File: src/rtl/lmc_ram_sequencer_if.sv
// lmc_ram_sequencer_if: button/switch inputs, RAM port and fetch outputs of the LMC RAM sequencer.
interface lmc_ram_sequencer_if #(
  parameter int N = 2,
  parameter int M = 4
);
  logic         Counter_load;
  logic         RAM_button;
  logic [M-1:0] data_in;
  logic         run;
  logic [M-1:0] ram_rdata;
  logic [N-1:0] ram_addr;
  logic         ram_we;
  logic [M-1:0] ram_wdata;
  logic [M-1:0] instr;
  logic         instr_valid;
  logic         busy;
  logic         halted;
  modport master (
    output Counter_load, RAM_button, data_in, run, ram_rdata,
    input  ram_addr, ram_we, ram_wdata, instr, instr_valid, busy, halted
  );
  modport slave (
    input  Counter_load, RAM_button, data_in, run, ram_rdata,
    output ram_addr, ram_we, ram_wdata, instr, instr_valid, busy, halted
  );
endinterface

File: src/rtl/lmc_ram_sequencer.sv
// lmc_ram_sequencer: shares one async-read RAM port between button programming and a run-mode fetch loop.
// Optional LMC_AUTO_INC_EN: post-increment (with wrap) the address counter after every write.
module lmc_ram_sequencer #(
  parameter int          N       = 2,
  parameter int          M       = 4,
  parameter logic [M-1:0] HALT_OP = '0
) (
  input logic timer555,
  input logic reset,
  lmc_ram_sequencer_if.slave bus
);
  typedef enum logic [2:0] {IDLE, WRITE, FETCH, NEXT, HALT} state_t;
  state_t       r_state;
  logic         r_ld_q, r_btn_q, r_run_q;
  logic [N-1:0] r_addr;
  logic [M-1:0] r_wdata, r_instr;
  logic         r_we, r_valid, r_busy, r_halted;
  logic         w_ld_rise, w_btn_rise, w_run_rise;
  assign w_ld_rise  = bus.Counter_load & ~r_ld_q;
  assign w_btn_rise = bus.RAM_button & ~r_btn_q;
  assign w_run_rise = bus.run & ~r_run_q;
  always_ff @(posedge timer555) begin
    if (reset) begin
      r_state  <= IDLE;
      r_ld_q   <= 1'b0;
      r_btn_q  <= 1'b0;
      r_run_q  <= 1'b0;
      r_addr   <= '0;
      r_wdata  <= '0;
      r_instr  <= '0;
      r_we     <= 1'b0;
      r_valid  <= 1'b0;
      r_busy   <= 1'b0;
      r_halted <= 1'b0;
    end else begin
      r_ld_q  <= bus.Counter_load;
      r_btn_q <= bus.RAM_button;
      r_run_q <= bus.run;
      r_we    <= 1'b0;
      r_valid <= 1'b0;
      case (r_state)
        IDLE: begin
          if (w_run_rise) begin
            r_addr  <= '0;
            r_busy  <= 1'b1;
            r_state <= FETCH;
          end else if (w_ld_rise) begin
            r_addr <= bus.data_in[N-1:0];
          end else if (w_btn_rise) begin
            r_wdata <= bus.data_in;
            r_we    <= 1'b1;
            r_state <= WRITE;
          end
        end
        WRITE: begin
`ifdef LMC_AUTO_INC_EN
          r_addr <= r_addr + 1'b1;
`endif
          r_state <= IDLE;
        end
        FETCH: begin
          if (bus.run) begin
            r_instr <= bus.ram_rdata;
            r_valid <= 1'b1;
            r_state <= NEXT;
          end else begin
            r_busy  <= 1'b0;
            r_state <= IDLE;
          end
        end
        NEXT: begin
          if (!bus.run) begin
            r_busy  <= 1'b0;
            r_state <= IDLE;
          end else if (r_instr == HALT_OP || r_addr == '1) begin
            // stop on the halting word or at the last address; run mode never wraps
            r_busy   <= 1'b0;
            r_halted <= 1'b1;
            r_state  <= HALT;
          end else begin
            r_addr  <= r_addr + 1'b1;
            r_state <= FETCH;
          end
        end
        HALT: begin
          if (!bus.run) begin
            r_halted <= 1'b0;
            r_state  <= IDLE;
          end
        end
        default: r_state <= IDLE;
      endcase
    end
  end
  assign bus.ram_addr    = r_addr;
  assign bus.ram_we      = r_we;
  assign bus.ram_wdata   = r_wdata;
  assign bus.instr       = r_instr;
  assign bus.instr_valid = r_valid;
  assign bus.busy        = r_busy;
  assign bus.halted      = r_halted;
endmodule
File: src/flat_wrapper.sv
// flat-port wrapper written by rule: the top's interface ports become plain ports
module lmc_ram_sequencer_flat 
#(
  parameter int          N       = 2,
  parameter int          M       = 4,
  parameter logic [M-1:0] HALT_OP = '0
)
  (timer555, reset, bus_Counter_load, bus_RAM_button, bus_data_in, bus_run, bus_ram_rdata, bus_ram_addr, bus_ram_we, bus_ram_wdata, bus_instr, bus_instr_valid, bus_busy, bus_halted);
  lmc_ram_sequencer_if #(.N(N), .M(M)) bus_i ();
  input logic timer555;
  input logic reset;
  input wire logic [$bits(bus_i.Counter_load)-1:0] bus_Counter_load;
  input wire logic [$bits(bus_i.RAM_button)-1:0] bus_RAM_button;
  input wire logic [$bits(bus_i.data_in)-1:0] bus_data_in;
  input wire logic [$bits(bus_i.run)-1:0] bus_run;
  input wire logic [$bits(bus_i.ram_rdata)-1:0] bus_ram_rdata;
  output wire logic [$bits(bus_i.ram_addr)-1:0] bus_ram_addr;
  output wire logic [$bits(bus_i.ram_we)-1:0] bus_ram_we;
  output wire logic [$bits(bus_i.ram_wdata)-1:0] bus_ram_wdata;
  output wire logic [$bits(bus_i.instr)-1:0] bus_instr;
  output wire logic [$bits(bus_i.instr_valid)-1:0] bus_instr_valid;
  output wire logic [$bits(bus_i.busy)-1:0] bus_busy;
  output wire logic [$bits(bus_i.halted)-1:0] bus_halted;
  assign bus_i.Counter_load = bus_Counter_load;
  assign bus_i.RAM_button = bus_RAM_button;
  assign bus_i.data_in = bus_data_in;
  assign bus_i.run = bus_run;
  assign bus_i.ram_rdata = bus_ram_rdata;
  assign bus_ram_addr = bus_i.ram_addr;
  assign bus_ram_we = bus_i.ram_we;
  assign bus_ram_wdata = bus_i.ram_wdata;
  assign bus_instr = bus_i.instr;
  assign bus_instr_valid = bus_i.instr_valid;
  assign bus_busy = bus_i.busy;
  assign bus_halted = bus_i.halted;
  lmc_ram_sequencer #(.N(N), .M(M), .HALT_OP(HALT_OP)) u_core (.timer555(timer555), .reset(reset), .bus(bus_i));
endmodule
File: config.mk
export PLATFORM = sky130hd
export DESIGN_NAME = lmc_ram_sequencer_flat
export DESIGN_NICKNAME = d
export VERILOG_FILES = /design/src/rtl/lmc_ram_sequencer_if.sv /design/src/rtl/lmc_ram_sequencer.sv /design/src/flat_wrapper.sv
export SDC_FILE = /design/constraint.sdc
export NUM_CORES = 1
export LEC_CHECK = 0
export CAP_MARGIN = 15
export CORE_UTILIZATION = 40
export CTS_CLUSTER_DIAMETER = 100
export DETAILED_ROUTE_END_ITERATION = 8
export PLACE_DENSITY = 0.79
export SLEW_MARGIN = 20
export SYNTH_ARGS = -nofsm -noshare
export SYNTH_HDL_FRONTEND = slang
export SYNTH_SLANG_ARGS = --single-unit
File: constraint.sdc
create_clock -name timer555 -period 1.4 [get_ports timer555]
set_input_delay 0.28 -clock timer555 [delete_from_list [all_inputs] [get_ports timer555]]
set_output_delay 0.28 -clock timer555 [all_outputs]
set_load 0.02 [all_outputs]
**After elaboration in Yosys (flattened, before gate mapping)**

Cells that the tools add are included.

- Div/mod/pow operators: 0
- Multiplexer cells: 23
- Bitwise gates (word level): 10
- Multipliers: 0
- Reductions and logical operators: 14
- Add/sub/neg operators: 1
- Equality and inequality tests: 14
- Order comparisons: 0
- Shift operators: 0

Operator list:

| cell | number |
|---|---|
| $mux 3 | 6 |
| $reduce_and 4->1 | 4 |
| $pmux 3 s4 | 1 |
| $mux 2 | 5 |
| $mux 1 | 8 |
| $ne 2x2->1 const B | 4 |
| $not 1->1 | 7 |
| $eq 3x2->1 const B | 2 |
| $ne 3x1->1 const B | 2 |
| $logic_not 4->1 | 1 |
| $ne 2x1->1 const B | 2 |
| $pmux 2 s2 | 1 |
| $reduce_bool 2->1 | 2 |
| $reduce_or 4->1 | 1 |
| $and 1x1->1 | 3 |
| $eq 3x3->1 const B | 1 |
| $logic_not 3->1 | 1 |
| $ne 3x2->1 const B | 1 |
| $ne 3x3->1 const B | 1 |
| $pmux 1 s3 | 1 |
| $reduce_and 3->1 | 1 |
| $reduce_bool 3->1 | 1 |
| $add 2x1->2 const B | 1 |
| $eq 2x2->1 const B | 1 |
| other kinds (4) | 4 |

- Flip-flop bits (word level): 20
- Latch bits: 0
- Memories kept: 0
- Word-level logic and storage cells: 73
- Bits in writable memories: 0
- ROM bits: 0
- Output and inout port bits: 14

**Depth between registers and ports, before layout**

Gate-level depths: netlist of run 1.

- Depth after elaboration: 6
- Depth in mapped cells: 5
- Depth with buffers taken out: 4

**Worst setup path before layout of run 1**

Ideal clock, no wire load.

- Path type: register to register
- Start: reg u_core.r_instr[0], in the netlist u_core.bus.instr[0]
- End: reg u_core.r_addr[1], in the netlist u_core.bus.ram_addr[1]
- Period minus slack after synthesis: 1.401 ns
- Cell stages (with the launch flop): 5
- Slack: -0.001 ns
- Arrival time: 1.280 ns
- Cells stage by stage: dfxtp_1 > nor4_4 > nor3b_1 > o21ba_2 > mux2_4

- Cells in the longest elaborated chain, start to end: 4

Ends and longest elaborated chain:

| what | RTL line | text |
|---|---|---|
| from (decl) | lmc_ram_sequencer.sv:16 | `logic [M-1:0] r_wdata, r_instr;` |
| from (signal assigned) | lmc_ram_sequencer.sv:63 | `r_instr <= bus.ram_rdata;` |
| $logic_not 4->1 | lmc_ram_sequencer.sv:75 | `end else if (r_instr == HALT_OP \|\| r_addr == '1) begin` |
| $logic_or 1x1->1 | lmc_ram_sequencer.sv:75 |  |
| $ne 2x2->1 (no source line) | n/a |  |
| $reduce_and 4->1 (no source line) | n/a |  |
| to (signal assigned) | lmc_ram_sequencer.sv:48 | `r_addr <= bus.data_in[N-1:0];` |
| to (signal assigned) | lmc_ram_sequencer.sv:81 | `r_addr <= r_addr + 1'b1;` |
| to (decl) | lmc_ram_sequencer.sv:15 | `logic [N-1:0] r_addr;` |

No other way between the ends.
A chain may end at the register's enable or synchronous reset.

**Final worst setup path of run 1**

- Start: in bus_run
- End: reg u_core.r_addr[1], in the netlist u_core.bus.ram_addr[1]

- Cells in the longest elaborated chain, start to end: 3

Ends and longest elaborated chain:

| what | RTL line | text |
|---|---|---|
| from (decl) | flat_wrapper.sv:15 | `input wire logic [$bits(bus_i.run)-1:0] bus_run;` |
| $and 1x1->1 | lmc_ram_sequencer.sv:21 | `assign w_run_rise = bus.run & ~r_run_q;` |
| $ne 3x1->1 (no source line) / $mux 2 (equally long branches) | n/a |  |
| $reduce_and 4->1 (no source line) / $pmux 2 s2 (equally long branches) | n/a |  |

Parallel ways exist; a longest one is shown, timed or not.

==> impl_metrics.sql, run 1 <==
INSERT INTO impl_metrics (metric_group, metric, value, unit) VALUES
('logic_synthesis', 'netlist_instances', '92', ''),
('global_routing', 'grt_first_pass_wirelength', '2900', 'µm'),
('timing', 'timing_hold_violations_final', '0', ''),
('critical_path', 'required', '1590', 'ps'),
('outcome', 'outcome', 'finished, final reports clean', ''),
('placed_design', 'dpl.cell_count', '151', ''),
('run', 'maxCapViolCount', '0', ''),
('critical_path', 'path_class', 'in2reg', ''),
('cts', 'clock_latency', '290', 'ps'),
('final_layout', 'multi_input_comb_area', '423', 'µm²'),
('final_layout', 'layout.cells.non_filler', '154', ''),
('logic_synthesis', 'synth_warnings', '0', ''),
('timing', 'worst-slew-pin-transition', '311', 'ps'),
('timing', 'maxClockFrequency', '722', 'MHz'),
('timing', 'worst_clock_skew', '0.854', 'ps'),
('cts', 'cts_tree', 'built', ''),
('critical_path', 'timing.critical_path.to_type', 'flop', ''),
('floorplan', 'num_rows', '16', ''),
('timing', 'setup_viol', '0', ''),
('timing', 'final.min_clock_period', '1390', 'ps'),
('floorplan', 'die_w', '47.8', 'µm'),
('placed_design', 'port_buffers', '26', ''),
('floorplan', 'ios', '27', ''),
('final_layout', 'layout-drive-gt1-share', '17.3', '%'),
('pwr', 'vdd.ir_drop.worst', '0.744', 'mV'),
('timing', 'slew_headroom', '79.2', '%'),
('floorplan', 'initial_utilization', '42.9', '%'),
('detailed_routing', 'route.antenna.remaining_nets', '0', ''),
('detailed_routing', 'post_detailed_route_wirelength_per_cell', '12.8', 'µm'),
('cts', 'clock_sinks', '20', ''),
('floorplan', 'core_region', '0.00196', 'mm²'),
('detailed_routing', 'detail_route.vias_per_cell', '5.05', ''),
('global_routing', 'largest_net_degree_at_the_start_of_global_routing', '13', ''),
('global_routing', 'groute.usage.overall', '18.4', '%'),
('final_layout', 'area_growth', '43.2', '%'),
('pwr', 'power.density_cell_area', '900', 'mW/mm²'),
('final_layout', 'antenna_cells', '0', ''),
('logic_synthesis', 'number_of_synthesized_register_bits', '20', ''),
('pwr', 'static-leakage-power', '0.553', 'nW'),
('global_routing', 'overflow', '0', ''),
('hold_path', 'min_path_type', 'reg2reg', ''),
('logic_synthesis', 'synthDistinctLibCells', '29', ''),
('critical_path', 'start_kind', 'primary input', ''),
('global_routing', 'via_count_of_the_first_global_routing_pass', '683', ''),
('logic_synthesis', 'synth_nets', '106', ''),
('critical_path', 'critPathArrivalTime', '1580', 'ps'),
('final_layout', 'nFillCells', '198', ''),
('placed_design', 'placed_cell_area', '0.00118', 'mm²'),
('cts', 'cts.reportedPaths.clkPinSlew', '100', 'ps'),
('placed_design', 'routabilityCongestion', '0.915', ''),
('cts', 'cts_htree_levels', '1', ''),
('detailed_routing', 'routed-via-count', '778', ''),
('global_routing', 'antenna_violations_before_repair', '0', ''),
('detailed_routing', 'iter_0_drt_violations', '21', ''),
('critical_path', 'cp_max_fo', '3', ''),
('detailed_routing', 'drc_errors', '0', ''),
('logic_synthesis', 'synth.cell_area', '841', 'µm²'),
('logic_synthesis', 'ys_seq_area_share', '47.6', '%'),
('cts', 'maximum_root_to_sink_buffer_count', '2', ''),
('timing', 'grt_setup_unrepaired', 'true', ''),
('final_layout', 'post-route-cell-area', '0.00120', 'mm²'),
('floorplan', 'dieArea', '0.00229', 'mm²'),
('floorplan', 'dieHeight', '47.8', 'µm'),
('detailed_routing', 'drt-pass1-iter-count', '4', ''),
('cts', 'cts_buffers', '3', ''),
('final_layout', 'design.final.nets', '143', ''),
('final_layout', 'register_area', '403', 'µm²'),
('placed_design', 'hpwlAfterDp', '1560', 'µm'),
('cts', 'cts_root_buffer', 'sky130_fd_sc_hd__clkbuf_4', ''),
('logic_synthesis', 'synth_area_per_cell', '9.14', 'µm²'),
('timing', 'drv_slew', '0', ''),
('detailed_routing', 'routed_wirelength', '1970', 'µm'),
('timing', 'finalCritPeriodShare', '99.0', '%');
[critical path, stage by stage]
cell                              delay [ps]
sky130_fd_sc_hd__clkdlybuf4s50_1         440
sky130_fd_sc_hd__and3_1                  200
sky130_fd_sc_hd__nor3b_2                 150
sky130_fd_sc_hd__o21ba_2                 220
sky130_fd_sc_hd__mux2_4                  290
[metrics by stage]
| stage | setup TNS, ps | hold slack [ps] | utilization, % | setup slack (ps) | power [mW] |
|---|---|---|---|---|---|
| 2_1_floorplan | 0 | 408 | - | 19.5 | 0.735 |
| 3_3_place_gp | -1500 | 470 | 60.4 | -308 | 0.840 |
| 3_5_place_dp | -1750 | 479 | 60.4 | -353 | 0.845 |
| 4_1_cts | 0 | 494 | 60.9 | 23.4 | 1.10 |
| 5_1_grt | -19.0 | 522 | 61.4 | -19.0 | 1.14 |
| 6_report | 0 | 492 | 61.4 | 14.5 | 1.08 |
[what timing repair did]
action	4_1_cts	5_1_grt
endpoints found under the setup margin	15	12
resized for setup	15	4
hold buffers	0	0
pin swaps	0	1
setup buffers	0	0
[area by class of cell]
| type | instances | share of cell area [%] |
|---|---|---|
| flip-flops and latches | 20 | 33.5 |
| repair buffers | 35 | 25.8 |
| clock buffers | 3 | 1.87 |
| well taps | 27 | 2.81 |
| multi-input cells | 66 | 35.1 |
| inverters | 3 | 0.936 |
[registers in the layout (all words and copies together) (netlist names)]
signal,cells
u_core.bus.instr,4
u_core.bus.ram_wdata,4
u_core.r_state,3
u_core.bus.ram_addr,2
u_core.bus.busy,1
u_core.bus.halted,1
u_core.bus.instr_valid,1
u_core.bus.ram_we,1
u_core.r_btn_q,1
u_core.r_ld_q,1
u_core.r_run_q,1
[cell usage after synthesis]
| cell | number | share of area [%] |
|---|---|---|
| sky130_fd_sc_hd__a31oi_1 | 2 | 1.5 |
| sky130_fd_sc_hd__a21boi_0 | 1 | 0.89 |
| sky130_fd_sc_hd__nand3_1 | 3 | 1.8 |
| sky130_fd_sc_hd__dfxtp_1 | 20 | 48 |
| sky130_fd_sc_hd__and3_1 | 1 | 0.74 |
| sky130_fd_sc_hd__inv_1 | 3 | 1.3 |
| sky130_fd_sc_hd__or2_2 | 1 | 0.74 |
| sky130_fd_sc_hd__ha_1 | 1 | 1.5 |
| sky130_fd_sc_hd__nor2_1 | 9 | 4.0 |
| sky130_fd_sc_hd__nand4_1 | 1 | 0.74 |
| sky130_fd_sc_hd__clkbuf_1 | 2 | 0.89 |
| sky130_fd_sc_hd__nor2b_1 | 5 | 3.7 |
| sky130_fd_sc_hd__mux2i_1 | 4 | 4.8 |
| sky130_fd_sc_hd__nand3b_1 | 2 | 1.8 |
| sky130_fd_sc_hd__nand4_2 | 1 | 1.5 |
| sky130_fd_sc_hd__and3b_1 | 1 | 1.0 |
| sky130_fd_sc_hd__a21oi_1 | 9 | 5.4 |
| sky130_fd_sc_hd__nor4_1 | 1 | 0.74 |
| sky130_fd_sc_hd__nand2_1 | 10 | 4.5 |
| sky130_fd_sc_hd__nor3b_1 | 1 | 0.89 |
| sky130_fd_sc_hd__nand2b_1 | 3 | 2.2 |
| sky130_fd_sc_hd__mux2_4 | 1 | 1.8 |
| sky130_fd_sc_hd__buf_6 | 1 | 1.3 |
| sky130_fd_sc_hd__o21ba_2 | 1 | 1.2 |
| sky130_fd_sc_hd__o32ai_1 | 1 | 1.0 |
| sky130_fd_sc_hd__o21ai_0 | 3 | 1.8 |
| sky130_fd_sc_hd__nor4_4 | 1 | 2.5 |
| sky130_fd_sc_hd__nor3_1 | 2 | 1.2 |
| sky130_fd_sc_hd__a211oi_1 | 1 | 0.89 |
[path summary, 6_finish.rpt]
kind,startpoint,to,slack [ps],depth (start not counted)
worst max register to register,u_core.bus.instr[1]$_SDFFE_PP0P_,u_core.bus.ram_addr[1]$_SDFFE_PP0P_,40,4
worst min register to register,u_core.bus.instr[1]$_SDFFE_PP0P_,u_core.bus.instr[1]$_SDFFE_PP0P_,490,2
worst max-delay path,bus_run,u_core.bus.ram_addr[1]$_SDFFE_PP0P_,10,5
worst min-delay path,u_core.bus.instr[1]$_SDFFE_PP0P_,u_core.bus.instr[1]$_SDFFE_PP0P_,490,2
[layer usage]
metal | global-route usage [%] | wire length (µm)
met5 | 0 | 0
met4 | 6.67 | 12
met3 | 2.26 | 110
met2 | 29.7 | 936
met1 | 24.9 | 905
[cell families (layout without fill, tap and decap cells)]
logic type	Yosys count	in the layout	synth area share, %
simple gates	42	42	28.1
flops	20	20	47.6
compound gates	18	18	12.6
buf+inv	6	41	3.57
mux	5	5	6.55
fa+ha+maj	1	1	1.49
[cell usage in the layout (no fill, tap or decap)]
| master | netlist | final |
|---|---|---|
| sky130_fd_sc_hd__buf_4 | 0 | 9 |
| sky130_fd_sc_hd__o21ba_2 | 1 | 1 |
| sky130_fd_sc_hd__mux2i_1 | 4 | 4 |
| sky130_fd_sc_hd__inv_1 | 3 | 3 |
| sky130_fd_sc_hd__dfxtp_1 | 20 | 18 |
| sky130_fd_sc_hd__ha_1 | 1 | 1 |
| sky130_fd_sc_hd__nand3_1 | 3 | 3 |
| sky130_fd_sc_hd__or2_2 | 1 | 1 |
| sky130_fd_sc_hd__nor2b_1 | 5 | 4 |
| sky130_fd_sc_hd__a21boi_1 | 0 | 1 |
| sky130_fd_sc_hd__a211oi_1 | 1 | 1 |
| sky130_fd_sc_hd__nor4_1 | 1 | 1 |
| sky130_fd_sc_hd__nand4_1 | 1 | 1 |
| sky130_fd_sc_hd__nand2b_1 | 3 | 3 |
| sky130_fd_sc_hd__clkdlybuf4s50_1 | 0 | 12 |
| sky130_fd_sc_hd__nand3b_1 | 2 | 2 |
| sky130_fd_sc_hd__nor3_1 | 2 | 1 |
| sky130_fd_sc_hd__nor3b_2 | 0 | 1 |
| sky130_fd_sc_hd__a31oi_1 | 2 | 2 |
| sky130_fd_sc_hd__dfxtp_2 | 0 | 2 |
| sky130_fd_sc_hd__nand4_2 | 1 | 1 |
| sky130_fd_sc_hd__nand2_1 | 10 | 10 |
| sky130_fd_sc_hd__clkbuf_4 | 0 | 3 |
| sky130_fd_sc_hd__a21oi_1 | 9 | 9 |
| sky130_fd_sc_hd__nor3_2 | 0 | 1 |
| sky130_fd_sc_hd__and3_1 | 1 | 1 |
| sky130_fd_sc_hd__o21ai_0 | 3 | 3 |
| sky130_fd_sc_hd__o32ai_1 | 1 | 1 |
| sky130_fd_sc_hd__dlygate4sd2_1 | 0 | 14 |
| sky130_fd_sc_hd__and3b_1 | 1 | 1 |
| sky130_fd_sc_hd__nor2b_2 | 0 | 1 |
| sky130_fd_sc_hd__nor4_4 | 1 | 1 |
| sky130_fd_sc_hd__nor2_1 | 9 | 9 |
| sky130_fd_sc_hd__mux2_4 | 1 | 1 |
[where the power goes]
group / total (mW) / switching, mW / leakage (nW) / internal [mW]
registers: 0.614 / 0.0196 / 0.164 / 0.594
logic: 0.209 / 0.0999 / 0.375 / 0.109
clock network: 0.260 / 0.160 / 0.0138 / 0.100
total: 1.08 / 0.279 / 0.553 / 0.804
(Power assumes the default switching activity.)
==> inputs of run 2 (changes only) <==
--- a/config.mk
+++ b/config.mk
@@ -9,7 +9,7 @@
 export CORE_UTILIZATION = 40
 export CTS_CLUSTER_DIAMETER = 100
 export DETAILED_ROUTE_END_ITERATION = 8
-export PLACE_DENSITY = 0.79
+export PLACE_DENSITY = 0.76
 export SLEW_MARGIN = 20
 export SYNTH_ARGS = -nofsm -noshare
 export SYNTH_HDL_FRONTEND = slang
==> constraint.sdc (replaced) <==
create_clock -name timer555 -period 1.6 [get_ports timer555]
set_input_delay 0.32 -clock timer555 [delete_from_list [all_inputs] [get_ports timer555]]
set_output_delay 0.32 -clock timer555 [all_outputs]
set_load 0.02 [all_outputs]
==> run 2 against run 1 <==
Die area unchanged. Clock power is 14% higher. Highest routed layer unchanged. Hold slack improved by 8.1 ps. Flip-flop and latch count unchanged. Wire length increased by 0.87%. Cell count rose by 0.65%. Non-clock buffer count unchanged. Setup slack improved by 90 ps. Critical path depth fell by 1.
==> impl_metrics.sql, run 2 (synthesis results as in run 1) <==
INSERT INTO impl_metrics (metric_group, metric, value, unit) VALUES
('outcome', 'outcome', 'finished, final reports clean', ''),
('run', 'maxCapViolCount', '0', ''),
('detailed_routing', 'routed-via-count', '802', ''),
('timing', 'slew_headroom', '75.9', '%'),
('placed_design', 'routabilityCongestion', '0.864', ''),
('floorplan', 'initial_utilization', '42.9', '%'),
('critical_path', 'critical_path.cell_chain', 'nor2_1, a21boi_0, o21ba_2, mux2_4', ''),
('global_routing', 'largest_net_degree_at_the_start_of_global_routing', '12', ''),
('final_layout', 'antenna_cells', '0', ''),
('detailed_routing', 'route.antenna.remaining_nets', '0', ''),
('floorplan', 'num_rows', '16', ''),
('floorplan', 'core_region', '0.00196', 'mm²'),
('timing', 'worst-slew-pin-transition', '359', 'ps'),
('final_layout', 'area_growth', '46.1', '%'),
('placed_design', 'port_buffers', '26', ''),
('floorplan', 'die_w', '47.8', 'µm'),
('timing', 'drv_slew', '0', ''),
('detailed_routing', 'drc_errors', '0', ''),
('placed_design', 'dpl.cell_count', '151', ''),
('detailed_routing', 'drt-pass1-iter-count', '4', ''),
('hold_path', 'min_path_type', 'reg2reg', ''),
('cts', 'cts_root_buffer', 'sky130_fd_sc_hd__clkbuf_4', ''),
('final_layout', 'layout-drive-gt1-share', '14.1', '%'),
('final_layout', 'layout.cells.most_common_list', 'sky130_fd_sc_hd__dfxtp_1 (20), sky130_fd_sc_hd__clkdlybuf4s50_1 (12), sky130_fd_sc_hd__nand2_1 (10)', ''),
('critical_path', 'required', '1810', 'ps'),
('cts', 'postCtsSetupBuffers', '0', ''),
('critical_path', 'path_class', 'reg2reg', ''),
('detailed_routing', 'routed_wirelength', '1980', 'µm'),
('timing', 'worst_clock_skew', '5.59', 'ps'),
('critical_path', 'cp_max_fo', '11', ''),
('global_routing', 'via_count_of_the_first_global_routing_pass', '737', ''),
('pwr', 'report.power.total', '1.02', 'mW'),
('cts', 'maximum_root_to_sink_buffer_count', '2', ''),
('global_routing', 'grt_first_pass_wirelength', '2980', 'µm'),
('timing', 'final.min_clock_period', '1500', 'ps'),
('detailed_routing', 'iter_0_drt_violations', '32', ''),
('cts', 'post_cts_resize_count', '7', ''),
('final_layout', 'design.final.nets', '143', ''),
('cts', 'clock_sinks', '20', ''),
('timing', 'timing_hold_violations_final', '0', ''),
('floorplan', 'dieHeight', '47.8', 'µm'),
('final_layout', 'layout.cells.non_filler', '155', ''),
('placed_design', 'hpwlAfterDp', '1460', 'µm'),
('placed_design', 'worst_setup_slack_before_clock_tree_synthesis', '-190', 'ps'),
('critical_path', 'critical_path_buf_inv_count', '0', ''),
('cts', 'cts.reportedPaths.clkPinSlew', '120', 'ps'),
('cts', 'clock_latency', '300', 'ps'),
('timing', 'maxClockFrequency', '669', 'MHz'),
('global_routing', 'overflow', '0', ''),
('timing', 'setup_ws_post_layout', '105', 'ps'),
('critical_path', 'timing.critical_path.to_type', 'flop', ''),
('critical_path', 'timing.critical_path.slowest_cell_delay', '420', 'ps'),
('critical_path', 'critPathArrivalTime', '1700', 'ps'),
('detailed_routing', 'post_detailed_route_wirelength_per_cell', '12.8', 'µm'),
('detailed_routing', 'detail_route.vias_per_cell', '5.17', ''),
('timing', 'setup-tns-final', '0', 'ps'),
('cts', 'ctsHoldBuffers', '0', ''),
('final_layout', 'layout.cells.most_common', 'sky130_fd_sc_hd__dfxtp_1', ''),
('critical_path', 'cp_max_stage_cell', 'sky130_fd_sc_hd__dfxtp_1', ''),
('floorplan', 'dieArea', '0.00229', 'mm²'),
('pwr', 'vdd.ir_drop.worst', '0.535', 'mV'),
('timing', 'setup_viol', '0', ''),
('critical_path', 'cp_top_family', 'compound AO/OA/AOI/OAI gates', ''),
('cts', 'cts_htree_levels', '1', ''),
('floorplan', 'ios', '27', ''),
('pwr', 'power.density_cell_area', '829', 'mW/mm²'),
('pwr', 'static-leakage-power', '0.647', 'nW'),
('timing', 'whs', '500', 'ps'),
('cts', 'cts_tree', 'built', ''),
('timing', 'finalCritPeriodShare', '93.5', '%'),
('global_routing', 'antenna_violations_before_repair', '0', ''),
('critical_path', 'start_kind', 'flop', ''),
('timing', 'grt_setup_unrepaired', 'false', ''),
('cts', 'cts_buffers', '3', ''),
('global_routing', 'groute.usage.overall', '18.5', '%');
==> run 2: cell count changes in the layout (fill, tap and decap cells not counted), moves of 2 or more <==
cell / change
sky130_fd_sc_hd__dfxtp_1: +2
sky130_fd_sc_hd__dlygate4sd2_1: -7
sky130_fd_sc_hd__dlymetal6s2s_1: +7
sky130_fd_sc_hd__dfxtp_2: -2
==> run 2: metrics by stage <==
stage          instance area [µm²]  utilization (%)
2_1_floorplan                  841                -
3_3_place_gp                  1180             60.3
3_5_place_dp                  1180             60.3
4_1_cts                       1210             61.7
5_1_grt                       1230             62.6
6_report                      1230             62.6
==> run 2: per-layer routing <==
metal | share of wire [%] | global-route usage, %
met5 | 0 | 0
met1 | 44 | 25.2
met4 | 0.35 | 8.89
met3 | 7.1 | 3.77
met2 | 48 | 27.6
==> run 2: area by class of cell <==
cell class	instances	area (µm²)
Multi-Input combinational cell	66	410
Inverter	3	11.3
Fill cell	191	733
Sequential cell	20	400
Timing Repair Buffer	35	337
Tap cell	27	33.8
Clock buffer	4	36.3
==> run 2: path summary, 6_finish.rpt <==
check                                               startpoint                             endpoint  slack, ps  cells after the start
worst min-delay path            u_core.bus.halted$_SDFFE_PP0P_       u_core.bus.halted$_SDFFE_PP0P_        500                      2
worst max register to register  u_core.r_state[0]$_SDFFE_PP0P_  u_core.bus.ram_addr[1]$_SDFFE_PP0P_        100                      4
worst min register to register  u_core.bus.halted$_SDFFE_PP0P_       u_core.bus.halted$_SDFFE_PP0P_        500                      2
worst max-delay path            u_core.r_state[0]$_SDFFE_PP0P_  u_core.bus.ram_addr[1]$_SDFFE_PP0P_        100                      4
==> run 2: power by group <==
| group | switching [mW] | internal (mW) |
|---|---|---|
| logic | 0.0854 | 0.0978 |
| registers | 0.0181 | 0.520 |
| clock network | 0.158 | 0.139 |
| total | 0.262 | 0.757 |
==> run 2: worst reg2reg max path: stages, from the launching register on <==
cell and delay (ps):
sky130_fd_sc_hd__dfxtp_1 420, sky130_fd_sc_hd__nor2_1 190, sky130_fd_sc_hd__a21boi_0 290, sky130_fd_sc_hd__o21ba_2 220, sky130_fd_sc_hd__mux2_4 290
==> inputs of run 3 (changes only) <==
--- a/config.mk
+++ b/config.mk
@@ -9,7 +9,9 @@
 export CORE_UTILIZATION = 40
 export CTS_CLUSTER_DIAMETER = 100
 export DETAILED_ROUTE_END_ITERATION = 8
+export HOLD_SLACK_MARGIN = 0.05
 export PLACE_DENSITY = 0.76
+export SETUP_SLACK_MARGIN = 0.2
 export SLEW_MARGIN = 20
 export SYNTH_ARGS = -nofsm -noshare
 export SYNTH_HDL_FRONTEND = slang
==> run 3 against run 2 <==
Global-route usage down 0.54 points. Clock power fell by 2%. Power down 1.3%. Via count decreased by 7.1%. Cell count decreased by 1.9%. Largest cell class unchanged. Sequential power is essentially flat. Critical endpoint unchanged. Sequential share of layout area up 1.4 points. Highest routed layer unchanged. Maximum frequency grew 8.9%. First-iteration DRC count down 63%. Setup slack improved by 120 ps. Clock-buffer cell count stayed put. Hold slack worse by 14 ps.
==> impl_metrics.sql, run 3 (synthesis results as in run 1) <==
INSERT INTO impl_metrics (metric_group, metric, value, unit) VALUES
('hold_path', 'min_from', 'u_core.bus.instr[0]$_SDFFE_PP0P_', ''),
('floorplan', 'ios', '27', ''),
('final_layout', 'antenna_cells', '0', ''),
('global_routing', 'global_route.usage.met3', '2.64', '%'),
('timing', 'drv_slew', '0', ''),
('pwr', 'report.power.total', '1.01', 'mW'),
('cts', 'cts_root_buffer', 'sky130_fd_sc_hd__clkbuf_4', ''),
('placed_design', 'port_buffers', '26', ''),
('final_layout', 'layout.cells.most_common_list', 'sky130_fd_sc_hd__dfxtp_1 (18), sky130_fd_sc_hd__dlygate4sd2_1 (12), sky130_fd_sc_hd__clkdlybuf4s50_1 (11)', ''),
('cts', 'cts_tree', 'built', ''),
('critical_path', 'timing.critical_path.to_type', 'flop', ''),
('floorplan', 'die_w', '47.8', 'µm'),
('detailed_routing', 'drt-pass1-iter-count', '4', ''),
('final_layout', 'layout.cells.most_common', 'sky130_fd_sc_hd__dfxtp_1', ''),
('critical_path', 'setup.reg_to_reg.worst_slack', '230', 'ps'),
('floorplan', 'initial_utilization', '42.9', '%'),
('placed_design', 'routabilityCongestion', '0.873', ''),
('timing', 'worst-slew-pin-transition', '317', 'ps'),
('critical_path', 'r2r-end', 'u_core.bus.ram_addr[1]$_SDFFE_PP0P_', ''),
('pwr', 'vdd.ir_drop.worst', '0.608', 'mV'),
('hold_path', 'min_path_type', 'reg2reg', ''),
('timing', 'grt_setup_unrepaired', 'true', ''),
('cts', 'cts_buffers', '3', ''),
('hold_path', 'whs_path_depth', '2', ''),
('global_routing', 'via_count_of_the_first_global_routing_pass', '678', ''),
('final_layout', 'area_growth', '41.1', '%'),
('detailed_routing', 'detail_route.vias_per_cell', '4.90', ''),
('final_layout', 'layout-drive-gt1-share', '19.2', '%'),
('pwr', 'power.density_cell_area', '848', 'mW/mm²'),
('final_layout', 'post-route-cell-area', '0.00119', 'mm²'),
('cts', 'clock_latency', '300', 'ps'),
('cts', 'cts.reportedPaths.clkPinSlew', '110', 'ps'),
('timing', 'maxClockFrequency', '728', 'MHz'),
('critical_path', 'start_kind', 'flop', ''),
('cts', 'cts_htree_levels', '1', ''),
('placed_design', 'hpwlAfterDp', '1400', 'µm'),
('hold_path', 'min_to', 'u_core.bus.instr[0]$_SDFFE_PP0P_', ''),
('global_routing', 'largest_net_degree_at_the_start_of_global_routing', '14', ''),
('detailed_routing', 'routed_wirelength', '1880', 'µm'),
('final_layout', 'fin_util', '60.5', '%'),
('timing', 'final.min_clock_period', '1370', 'ps'),
('detailed_routing', 'route.antenna.remaining_nets', '0', ''),
('floorplan', 'core_region', '0.00196', 'mm²'),
('global_routing', 'grt.met1_usage', '21.8', '%'),
('detailed_routing', 'iter_0_drt_violations', '12', ''),
('global_routing', 'grt_first_pass_wirelength', '2790', 'µm'),
('timing', 'setup-tns-final', '0', 'ps'),
('critical_path', 'required', '1800', 'ps'),
('run', 'maxCapViolCount', '0', ''),
('critical_path', 'reg2reg_depth', '4', ''),
('placed_design', 'placed_cell_area', '0.00115', 'mm²'),
('global_routing', 'gr-usage-met2', '30.0', '%'),
('critical_path', 'cp_max_fo', '3', ''),
('final_layout', 'nFillCells', '197', ''),
('timing', 'timing_hold_violations_final', '0', ''),
('critical_path', 'path_class', 'reg2reg', ''),
('timing', 'finalCritPeriodShare', '85.8', '%'),
('floorplan', 'num_rows', '16', ''),
('detailed_routing', 'post_detailed_route_wirelength_per_cell', '12.4', 'µm'),
('floorplan', 'dieHeight', '47.8', 'µm'),
('cts', 'maximum_root_to_sink_buffer_count', '2', ''),
('timing', 'slew_headroom', '78.8', '%'),
('outcome', 'outcome', 'finished, final reports clean', ''),
('detailed_routing', 'drc_errors', '0', ''),
('critical_path', 'critPathArrivalTime', '1570', 'ps'),
('global_routing', 'groute.usage.overall', '17.9', '%'),
('critical_path', 'regToRegStartpoint', 'u_core.bus.instr[2]$_SDFFE_PP0P_', ''),
('final_layout', 'design.final.nets', '140', ''),
('global_routing', 'grt.busiest_layer', 'met2', ''),
('timing', 'setup_viol', '0', ''),
('global_routing', 'overflow', '0', ''),
('timing', 'worst_clock_skew', '5.94', 'ps'),
('cts', 'clock_sinks', '20', ''),
('detailed_routing', 'routed-via-count', '745', ''),
('global_routing', 'antenna_violations_before_repair', '0', ''),
('floorplan', 'dieArea', '0.00229', 'mm²'),
('pwr', 'static-leakage-power', '0.536', 'nW');
==> run 3: worst max-delay path: stages (launching register included) <==
cell and delay [ps]:
sky130_fd_sc_hd__dfxtp_2 350, sky130_fd_sc_hd__nor4_4 320, sky130_fd_sc_hd__nor3b_2 70, sky130_fd_sc_hd__o21ba_2 220, sky130_fd_sc_hd__mux2_4 290
==> run 3: final cells by class <==
cell class | count | area, µm² | area share, %
multi-input cells | 66 | 427 | 36.0
clock buffers | 4 | 36.3 | 3.06
inverters | 3 | 11.3 | 0.949
repair buffers | 32 | 275 | 23.2
well taps | 27 | 33.8 | 2.85
flip-flops and latches | 20 | 403 | 34.0
==> run 3: where the power goes <==
group	internal [mW]	switching, mW	total [mW]	leakage [nW]
Combinational	0.0916	0.0869	0.179	0.351
Sequential	0.520	0.0164	0.537	0.164
Clock	0.139	0.152	0.290	0.0210
Total	0.751	0.255	1.01	0.536
==> run 3: routing by layer <==
layer	wire (µm)	up-vias	part of all wire, %
met5	0	-	0
met4	31	0	1.6
met3	103	4	5.5
met2	906	22	48
met1	841	335	45
li1	-	384	-
==> run 3: worst max-delay path by stage <==
stage	from	endpoint	slack, ps	cells after the start
2_1_floorplan	u_core.bus.instr[1]$_SDFFE_PP0P_	u_core.bus.ram_addr[1]$_SDFFE_PP0P_	220	4
3_3_place_gp	bus_run	u_core.bus.ram_addr[1]$_SDFFE_PP0P_	-140	5
3_5_place_dp	bus_run	u_core.bus.ram_addr[1]$_SDFFE_PP0P_	-170	5
4_1_cts	u_core.bus.instr[0]$_SDFFE_PP0P_	u_core.bus.ram_addr[1]$_SDFFE_PP0P_	210	4
5_1_grt	u_core.r_state[1]$_SDFFE_PP0P_	u_core.bus.ram_addr[1]$_SDFFE_PP0P_	200	4
6_report	u_core.bus.instr[2]$_SDFFE_PP0P_	u_core.bus.ram_addr[1]$_SDFFE_PP0P_	230	4
==> run 3: repair_timing <==
action | 4_1_cts | 5_1_grt
pin swaps | 2 | 2
buffers inserted | 1 | 0
endpoints found under the setup margin | 15 | 15
hold endpoints to repair | 0 | 0
gates cloned | 0 | 0
hold buffers | 0 | 0
resized for setup | 17 | 10
==> run 3: per-stage QoR <==
step | setup slack, ps | hold WS, ps | instances
6_report | 227 | 485 | 152
5_1_grt | 196 | 510 | 152
4_1_cts | 206 | 489 | 152
3_5_place_dp | -175 | 471 | 147
3_3_place_gp | -137 | 471 | 147
2_1_floorplan | 220 | 448 | 92
